==> src/rtl/intan_fifo_drain_arb_pkg.sv <==
// Shared constants for the Intan FIFO drain sequencer: one-hot state codes,
// frame lengths, header byte and the dev_kind -> lane length decode.
package intan_pkg;

  localparam logic [7:0] ST_IDLE  = 8'h01;
  localparam logic [7:0] ST_SEL   = 8'h02;
  localparam logic [7:0] ST_READ  = 8'h04;
  localparam logic [7:0] ST_FLUSH = 8'h08;
  localparam logic [7:0] ST_DONE  = 8'h10;

  localparam logic [11:0] LEN_32 = 12'h020;
  localparam logic [11:0] LEN_64 = 12'h040;

  localparam logic [7:0] HDR_BASE = 8'hA0;

  typedef struct packed {
    logic [11:0] len1;
    logic [11:0] len0;
  } lane_lens_t;

  function automatic lane_lens_t decode_lens(input logic [1:0] dev_kind);
    lane_lens_t l;
    case (dev_kind)
      2'b01:   begin l.len1 = LEN_32; l.len0 = 12'h000; end
      2'b10:   begin l.len1 = LEN_64; l.len0 = 12'h000; end
      2'b11:   begin l.len1 = LEN_64; l.len0 = LEN_64;  end
      default: begin l.len1 = 12'h000; l.len0 = 12'h000; end
    endcase
    return l;
  endfunction

endpackage

==> src/rtl/intan_fifo_drain_arb_lane_counter.sv <==
// Byte counter for the lane being drained plus the consecutive-stall counter
// that raises a one-cycle timeout when TIMEOUT stall cycles have accumulated.
module intan_lane_counter #(
  parameter int TIMEOUT = 1024
) (
  input  logic        clk,
  input  logic        rst,
  input  logic        clr,
  input  logic        rd,
  input  logic        stall_en,
  input  logic [11:0] len,
  output logic        owed,
  output logic        done,
  output logic        timeout
);

  localparam logic [11:0] TO_LAST = 12'(TIMEOUT - 1);

  logic [11:0] cnt;
  logic [11:0] stall_cnt;
  logic        stall;

  assign owed    = (cnt != len);
  assign stall   = stall_en && owed;
  assign done    = rd && ((cnt + 12'd1) == len);
  // Fires on the TIMEOUT-th consecutive stall cycle, not one cycle later.
  assign timeout = stall && (stall_cnt == TO_LAST);

  always_ff @(posedge clk) begin
    if (rst || clr) begin
      cnt       <= 12'd0;
      stall_cnt <= 12'd0;
    end else if (rd) begin
      cnt       <= cnt + 12'd1;
      stall_cnt <= 12'd0;
    end else if (stall) begin
      stall_cnt <= stall_cnt + 12'd1;
    end
  end

endmodule

==> src/rtl/intan_fifo_drain_arb.sv <==
// Drains lane 0 then lane 1 of the Intan byte FIFOs into one registered stream.
// Define INTAN_DRAIN_HDR_EN to prefix each drained lane with a 0xA0|lane beat.
module intan_fifo_drain_arb
  import intan_pkg::*;
#(
  parameter int TIMEOUT = 1024
) (
  input  logic        clk,
  input  logic        rst,
  input  logic [1:0]  dev_kind,
  input  logic        fs,
  output logic        fd,
  input  logic [15:0] fifo_rxd,
  input  logic [1:0]  fifo_empty,
  output logic [1:0]  fifo_rxen,
  output logic [7:0]  dout,
  output logic        dout_en,
  output logic        lane,
  output logic        err,
  output logic [7:0]  dbg_state
);

  // Handshake: fs is a level from the controller; a frame starts when fs is
  // seen high in IDLE, fd rises once the frame is fully emitted and stays high
  // until fs is seen low, which returns the block to IDLE with fd low.

  logic [7:0]  state, state_next;
  logic        cur, cur_next;
  logic [11:0] len0_q, len1_q, len_cur;
  logic [1:0]  flush_cnt;
  logic        abort_q;
  logic        rd_q, lane_q;
  logic        hdr_active, hdr_q;
  logic        rd, clr, stall_en, owed, done, timeout;
  lane_lens_t  lens;

  assign lens      = decode_lens(dev_kind);
  assign len_cur   = cur ? len1_q : len0_q;
  assign dbg_state = state;

  assign rd        = (state == ST_READ) && !hdr_active && !fifo_empty[cur] && owed;
  assign fifo_rxen = rd ? (cur ? 2'b10 : 2'b01) : 2'b00;
  assign stall_en  = (state == ST_READ) && !hdr_active && fifo_empty[cur];

  intan_lane_counter #(.TIMEOUT(TIMEOUT)) u_cnt (
    .clk      (clk),
    .rst      (rst),
    .clr      (clr),
    .rd       (rd),
    .stall_en (stall_en),
    .len      (len_cur),
    .owed     (owed),
    .done     (done),
    .timeout  (timeout)
  );

`ifdef INTAN_DRAIN_HDR_EN
  logic hdr_pend;

  assign hdr_active = (state == ST_READ) && hdr_pend;

  always_ff @(posedge clk) begin
    if (rst) begin
      hdr_pend <= 1'b0;
      hdr_q    <= 1'b0;
    end else begin
      hdr_pend <= (state_next == ST_READ) && (state != ST_READ);
      hdr_q    <= hdr_active;
    end
  end
`else
  assign hdr_active = 1'b0;
  assign hdr_q      = 1'b0;
`endif

  always_comb begin
    state_next = state;
    cur_next   = cur;
    clr        = 1'b0;
    case (state)
      ST_IDLE: if (fs) state_next = ST_SEL;
      ST_SEL: begin
        clr = 1'b1;
        if (len0_q != 12'd0) begin
          state_next = ST_READ;
          cur_next   = 1'b0;
        end else if (len1_q != 12'd0) begin
          state_next = ST_READ;
          cur_next   = 1'b1;
        end else begin
          state_next = ST_DONE;
        end
      end
      ST_READ: if (done || timeout) state_next = ST_FLUSH;
      ST_FLUSH: begin
        if (flush_cnt == 2'd1) begin
          // An aborted frame never moves on to lane 1.
          if (!cur && (len1_q != 12'd0) && !abort_q) begin
            state_next = ST_READ;
            cur_next   = 1'b1;
            clr        = 1'b1;
          end else begin
            state_next = ST_DONE;
          end
        end
      end
      ST_DONE: if (!fs) state_next = ST_IDLE;
      default: state_next = ST_IDLE;
    endcase
  end

  always_ff @(posedge clk) begin
    if (rst) begin
      state     <= ST_IDLE;
      cur       <= 1'b0;
      len0_q    <= 12'd0;
      len1_q    <= 12'd0;
      flush_cnt <= 2'd0;
      abort_q   <= 1'b0;
      fd        <= 1'b0;
      err       <= 1'b0;
      rd_q      <= 1'b0;
      lane_q    <= 1'b0;
      dout      <= 8'd0;
      dout_en   <= 1'b0;
      lane      <= 1'b0;
    end else begin
      state <= state_next;
      cur   <= cur_next;
      if (state == ST_IDLE && fs) begin
        len0_q <= lens.len0;
        len1_q <= lens.len1;
      end
      flush_cnt <= (state == ST_FLUSH) ? flush_cnt + 2'd1 : 2'd0;
      if (state == ST_SEL) abort_q <= 1'b0;
      else if (timeout)    abort_q <= 1'b1;
      fd <= (state_next == ST_DONE);
      if (timeout) err <= 1'b1;
      // Two-stage pipe: stage 1 tags the read, stage 2 captures FIFO data.
      rd_q    <= (|fifo_rxen) || hdr_active;
      lane_q  <= cur;
      dout    <= hdr_q ? (HDR_BASE | {7'd0, lane_q})
                       : (lane_q ? fifo_rxd[15:8] : fifo_rxd[7:0]);
      dout_en <= rd_q;
      lane    <= lane_q;
    end
  end

endmodule

==> config.mk <==
export PLATFORM = sky130hd
export DESIGN_NAME = intan_fifo_drain_arb
export DESIGN_NICKNAME = d
export VERILOG_FILES = /design/src/rtl/intan_fifo_drain_arb_pkg.sv /design/src/rtl/intan_fifo_drain_arb_lane_counter.sv /design/src/rtl/intan_fifo_drain_arb.sv
export SDC_FILE = /design/constraint.sdc
export NUM_CORES = 1
export LEC_CHECK = 0
export BUFFER_PORTS_ARGS = -buffer_cell sky130_fd_sc_hd__buf_2
export CAP_MARGIN = 20
export CORE_ASPECT_RATIO = 0.7
export CORE_MARGIN = 2
export CORE_UTILIZATION = 40
export CTS_CLUSTER_SIZE = 20
export DETAILED_ROUTE_END_ITERATION = 8
export PLACE_DENSITY_LB_ADDON = 0.3
export SLEW_MARGIN = 20
export SYNTH_ARGS = -nofsm -noshare
export SYNTH_HDL_FRONTEND = slang
export SYNTH_SLANG_ARGS = --single-unit
==> constraint.sdc <==
create_clock -name clk -period 3.2 [get_ports clk]
set_input_delay 0.8 -clock clk [delete_from_list [all_inputs] [get_ports clk]]
set_output_delay 0.8 -clock clk [all_outputs]
set_load 0.05 [all_outputs]
==> results.md, run 1 <==
* Nets@finish at 363
* CP required at 2.40 ns
* Synth Area in Adders at 2.35%
* Starting density of the core at 42.0%
* Clock Latency Late Sink at 0.30 ns
* Leak at 1.10 nW
* Worst Hold Class: reg -> reg
* Post-CTS Setup Repair Bufs at 0
* Die footprint at 7330 um2
* Multi-input logic area at 1500 um2
* Ports at 45
* FF/Latch Area at 1060 um2
* Synth Instances at 295
* N_diodes at 0
* Crit. End Element: output port
* Outcome: complete, no violations
* Uppermost layer routed: met4
* Pint at 0.851 mW
* Fmax at 339 MHz
* Setup repair after global routing missed its margin: no
* RR Startpoint: u_cnt.cnt[9]
* Max-Cap Viols at 0
* Die Span Y at 72.2 um
* YS warnings at 0
* DP HPWL at 3930 um
* Clock tree buffer depth at 2
* Clk pwr share at 34.2%
* PostCTS Resize Cnt at 0
* DRT antenna net count at 0
* Hold path start: flush_cnt[0]
* Die span in x at 101 um
* Root Buffer Master: clkbuf_8
* Fill cell count at 642
* Sw Share at 25.4%
* Worst IR Drop VDD at 0.204 mV
* First-pass DRT Iterations at 4
* P_sw at 0.290 mW
* Async set-reset flop share out of synthesis at 0%
* WS Path Type: reg -> out
* Total grt overflow at 0
* Area leader, netlist: dfxtp_1
* CP Launch Type: flip-flop
* H-tree levels at 2
* Gp weighted congestion at 0.844
* #FFs+latches synth at 53
* Hold buffers post-CTS at 0
* Period utilisation layout at 92.1%
* Port bufs at 44
* Final Hold Fails at 0
* Vias/cell at 4.99
* CP arrival at 2.15 ns
* Synth Area in Simple Gates at 28.2%
* Cell breakdown of the critical path: nor4_4 > and4b_4 > o211ai_1 > nor2_1 > buf_2
* Synth cell types at 52
* Worst Skew at 0.0103 ns
* Gr usage total at 15.2%
* Worst-Margin Slew at 0.567 ns
* P&R area growth vs syn at 13.6%
* Vias at 2130
* Met3 wire len at 262 um
* DRT iter0 DRCs at 101
* Slowest cell on the critical path: nor4_4
* Pre-CTS WS at 0.531 ns
* Main combinational cell family by area after synthesis: simple AND/OR/NAND/NOR gates
* Xor-xnor portion of the synthesized cell area at 9.22%
* Max Slew Vio Count at 0
* Critical Path Source: dbg_state[4]
* Reg power frac at 59.0%
* Synth top area share at 39.9%
* Setup slack after layout at 0.253 ns
* Initial antenna violation count at 0
* Share of cells above drive strength 1 at 21.1%
* Syn avg cell area at 9.02 um2
* Largest net degree at the start of global routing at 24
* Drc violations at 0
* Netlist area before placement at 2660 um2
* DR WL met2 at 2180 um
* Vias in the first global route at 1944
* Core area at 6340 um2
* Post-synth EDFFs at 0
* Setup Viol. Count Final at 0
* Critical path peak fanout at 7
* Crit path time final at 2.95 ns
* Synth top area cells: dfxtp_1 (40%), xnor2_1 (7.6%), nor2_1 (7.3%)
* Total clock sinks at 53
* Register area share after synthesis at 39.9%
* Row cnt at 24
* Setup TNS at 0 ns
* Met1 WL at 2820 um
* DR WL/cell at 12.4 um
* CTS tree: built
* CP peak stage delay at 0.45 ns
* First-pass GRT wire length at 9030 um
* Clock transition at path regs at 0.11 ns
* Compound-Gate Fraction of Synth Area at 10.8%
* Num CTS Buffers at 5
* Comb pwr share at 6.9%
* Mux cell area share after synthesis at 5.32%
* Power per cell area at 377 nW/um2
* Final wirelength at 5300 um
* Synth Flop Type: dfxtp_1
* Relative slew slack at 62.0%
## layer usage
layer | vias to the layer above | track usage [%]
li1 | 1105 | -
met1 | 972 | 22.7
met2 | 49 | 22.7
met3 | 4 | 3.37
met4 | 0 | 2.70
met5 | - | 0
## worst max-delay path, delay by kind of cell (launching register included)
kind                   cells  cell delay, ns
flip-flops                 1            0.41
AND/OR/NAND/NOR            3            0.97
AO/OA/AOI/OAI              1            0.19
buffers and inverters      1            0.27
## sequential cells by signal, indices dropped and copies added (netlist names)
register,cells
u_cnt.cnt,12
u_cnt.stall_cnt,12
dbg_state,8
dout,8
flush_cnt,2
len1_q,2
abort_q,1
cur,1
dout_en,1
err,1
fd,1
lane,1
lane_q,1
len0_q,1
rd_q,1
## cell families after synthesis
family,after synthesis
xor gates and xnor gates,28
buffers and inverters,23
muxes,14
DFF,53
and+or+nand+nor,133
other,1
AOI/OAI and AO/OA,38
adders and majority gates,5
## final cells by class
type	count	share of cell area, %
clock buffers	5	2.28
clock inverters	3	0.828
inverters	10	1.24
multi-input cells	221	49.5
flip-flops and latches	53	35.1
well taps	91	3.77
repair buffers	44	7.28
## placed cells by master, fill, tap and decap left out, types with 2 or more instances in the layout
cell       n
dfxtp_1   53
o21ai_0    7
ha_1       5
nor2b_1    4
nor3_1    11
xnor2_1   23
o21a_1     2
inv_1     10
buf_2     44
nand3_1   15
clkbuf_8   5
conb_1     3
inv_6      2
nor2_1    52
a21boi_0   2
a31oi_1    3
or3_1      4
nand4_1    5
a211oi_1   2
nor3_2     4
nor4_4     2
nor4_1     4
a21oi_1   12
and4_1     2
nand4b_1   3
xor2_1     5
nor4_2     2
mux2i_1   13
o211ai_1   2
nand2_1   13
## synth_stat cells, drive strengths merged, types with 2 or more instances
library cell,instances
dfxtp,53
nor2,52
xnor2,23
nand3,15
nor3,15
nand2,14
mux2i,13
a21oi,12
inv,10
buf,8
nor4,8
nand4,7
o21ai,7
clkbuf,5
ha,5
xor2,5
nor2b,4
o211ai,4
or3,4
a31oi,3
nand4b,3
a211oi,2
a21boi,2
and4,2
o21a,2
or3b,2
## power by group through the flow
stage          clock [mW]  combinational [mW]  sequential, mW
2_1_floorplan           0              0.0232           0.716
3_3_place_gp            0              0.0781           0.688
3_5_place_dp            0              0.0788           0.688
4_1_cts             0.412              0.0789           0.673
5_1_grt             0.438              0.0843           0.675
6_report            0.390              0.0783           0.673
## final timing paths
path,endpoint,slack (ns),cells after the start
worst max register to register,u_cnt.stall_cnt[1],0.63,5
worst max-delay path,fifo_rxen[0],0.25,5
worst min-delay path,flush_cnt[0],0.44,1
worst min register to register,flush_cnt[0],0.44,1
## through the flow
stage               hold slack [ns]  power [mW]  utilization [%]  cell area (um2)  cells
finish                        0.443        1.14             47.7             3020    427
global route                  0.473        1.20             47.7             3020    427
CTS                           0.447        1.16             47.7             3020    427
detailed placement            0.432       0.767             46.2             2930    419
global placement              0.418       0.766             46.2             2930    419
floorplan                     0.408       0.739                -             2670    297
(Power assumes the default switching activity.)
==> run 2: changes to the inputs <==
--- a/config.mk
+++ b/config.mk
@@ -9,7 +9,7 @@
 export CAP_MARGIN = 20
 export CORE_ASPECT_RATIO = 0.7
 export CORE_MARGIN = 2
-export CORE_UTILIZATION = 40
+export CORE_UTILIZATION = 35
 export CTS_CLUSTER_SIZE = 20
 export DETAILED_ROUTE_END_ITERATION = 8
 export PLACE_DENSITY_LB_ADDON = 0.3
==> constraint.sdc (replaced) <==
create_clock -name clk -period 3 [get_ports clk]
set_input_delay 0.75 -clock clk [delete_from_list [all_inputs] [get_ports clk]]
set_output_delay 0.75 -clock clk [all_outputs]
set_load 0.05 [all_outputs]
==> run 2 against run 1 <==
Against the previous run: final area increased by 0.58%; critical path depth stayed put; setup slack worse by 0.079 ns; highest routed layer unchanged; register-to-register slack improved by 0.02 ns; non-clock buffer count rose by 2; sequential share of layout area shrank 0.20 points; global-route usage shrank 1.5 points; critical endpoint is now fifo_rxen[1]; first-iteration DRC count up 58%; critical path type unchanged; power up 5.2%; clock-buffer cell count grew 1; sequential power is 6.7% higher.
==> results.md, run 2 (synthesized netlist as in run 1, its figures left out) <==
* N_diodes at 0 (unchanged)
* Most frequent cells in the layout: dfxtp_1 (53), nor2_1 (52), buf_2 (44)
* Clock Latency Late Sink at 0.30 ns (about the same)
* First-pass GRT wire length at 9180 um (+1.8%)
* Initial antenna violation count at 0 (unchanged)
* Clock transition at path regs at 0.09 ns (-0.02 ns)
* First-pass DRT Iterations at 4 (unchanged)
* CP required at 2.25 ns (-0.15 ns)
* Largest regs: u_cnt.cnt: 12 flops, u_cnt.stall_cnt: 12 flops
* DR WL/cell at 12.3 um (-1.1%)
* Worst Skew at 0.00607 ns (-0.00424 ns)
* CP Launch Type: flip-flop
* Total clock sinks at 53 (unchanged)
* Crit path time final at 2.83 ns
* Fin area at 3040 um2 (+0.58%)
* DP HPWL at 4030 um (+2.5%)
* Num CTS Buffers at 5 (unchanged)
* Worst-Margin Slew at 0.570 ns (+0.00361 ns)
* Setup slack after layout at 0.174 ns (-0.0795 ns)
* Outcome: complete, no violations
* CP arrival at 2.08 ns (-0.07 ns)
* Worst IR Drop VDD at 0.179 mV (-12%)
* CTS tree: built
* Final Hold Fails at 0 (unchanged)
* Leading cell type in the layout, fill and taps excluded: dfxtp_1
* Gp weighted congestion at 0.839 (-0.70%)
* Max-Cap Viols at 0 (unchanged)
* Placed Cells at 428 (+2.1%)
* Drc violations at 0 (unchanged)
* Period utilisation layout at 94.2%
* FF/Latch Area at 1060 um2 (unchanged)
* Hold WS at 0.438 ns (-0.00545 ns)
* Power per cell area at 395 nW/um2 (+4.6%)
* Setup repair after global routing missed its margin: no
* Final wirelength at 5350 um (+0.96%)
* P&R area growth vs syn at 14.3%
* Pre-CTS WS at 0.424 ns (-0.107 ns)
* Root Buffer Master: clkbuf_8
* Vias at 2136 (+0.28%)
* Util after Layout at 41.5% (-6.2 points)
* Fill cell count at 735 (+14%)
* Final Power at 1.20 mW (+5.2%)
* Vias/cell at 4.90 (-1.8%)
* Max Slew Vio Count at 0 (unchanged)
* Ports at 45 (unchanged)
* H-tree levels at 2 (unchanged)
* Starting density of the core at 36.3% (-5.6 points)
* Gr usage total at 13.7% (-1.5 points)
* Relative slew slack at 61.8% (-0.24 points)
* Die footprint at 8320 um2 (+14%)
* Setup TNS at 0 ns (unchanged)
* Total grt overflow at 0 (unchanged)
* Worst Hold Class: reg -> reg
* Placed instance area at 2950 um2 (+0.81%)
* Critical path peak fanout at 7 (unchanged)
* PostCTS Resize Cnt at 0 (unchanged)
* Largest net degree at the start of global routing at 24 (unchanged)
* DRT antenna net count at 0 (unchanged)
* Share of cells above drive strength 1 at 21.3% (+0.17 points)
* Leak at 1.10 nW (+0.21%)
* Die span in x at 108 um (+6.6%)
* Core area at 7320 um2 (+16%)
* Crit. End Element: output port
* Clock tree buffer depth at 2 (unchanged)
* Multi-input logic area at 1500 um2 (unchanged)
* Row cnt at 26 (+8.3%)
* Die Span Y at 76.9 um (+6.5%)
* WS Path Type: reg -> out
* Fmax at 354 MHz
* Vias in the first global route at 1891 (-2.7%)
* Post-CTS Setup Repair Bufs at 0 (unchanged)
* Setup Viol. Count Final at 0 (unchanged)
* Port bufs at 44 (unchanged)
* Nets@finish at 365 (+0.55%)
* Final Non-Filler Cells at 436 (+2.1%)
* Hold buffers post-CTS at 0 (unchanged)
* DRT iter0 DRCs at 160 (+58%)
-- run 2: cell count changes in the layout (fill, tap and decap cells not counted), sizes merged --
| cell | change |
|---|---|
| inv | -2 |
| buf | +2 |
| clkbuf | +1 |
| clkinvlp | +1 |
-- run 2: final timing paths --
check	to	slack, ns	startpoint	cells after the start
worst max register to register	dbg_state[2]	0.65	u_cnt.cnt[9]	6
worst min-delay path	flush_cnt[0]	0.44	flush_cnt[0]	1
worst min register to register	flush_cnt[0]	0.44	flush_cnt[0]	1
worst max-delay path	fifo_rxen[1]	0.17	dbg_state[5]	5
-- run 2: routing by layer --
metal  global-route usage (%)  vias to the layer above  share of wire (%)
met2                     19.9                       40                 42
li1                         -                     1114                  -
met3                     3.32                        7                4.7
met5                        0                        -                  0
met1                     20.1                      975                 53
met4                     3.46                        0               0.95
-- run 2: where the power goes --
part	switching [mW]	leakage, nW	internal, mW
Combinational	0.0597	0.637	0.0259
Clock	0.232	0.0374	0.165
Sequential	0.00555	0.430	0.712
-- run 2: final cells by class --
type / count / area share, %
Clock inverter: 2 / 0.494
Multi-Input combinational cell: 221 / 49.2
Inverter: 10 / 1.23
Timing Repair Buffer: 46 / 7.74
Sequential cell: 53 / 34.9
Tap cell: 98 / 4.03
Clock buffer: 6 / 2.39
-- run 2: worst max-delay path, cell delays in order, from the launching register on --
cell	delay [ns]
dfxtp_1	0.35
nor4_4	0.47
and4b_4	0.39
o211ai_1	0.16
nor2_1	0.13
buf_2	0.27
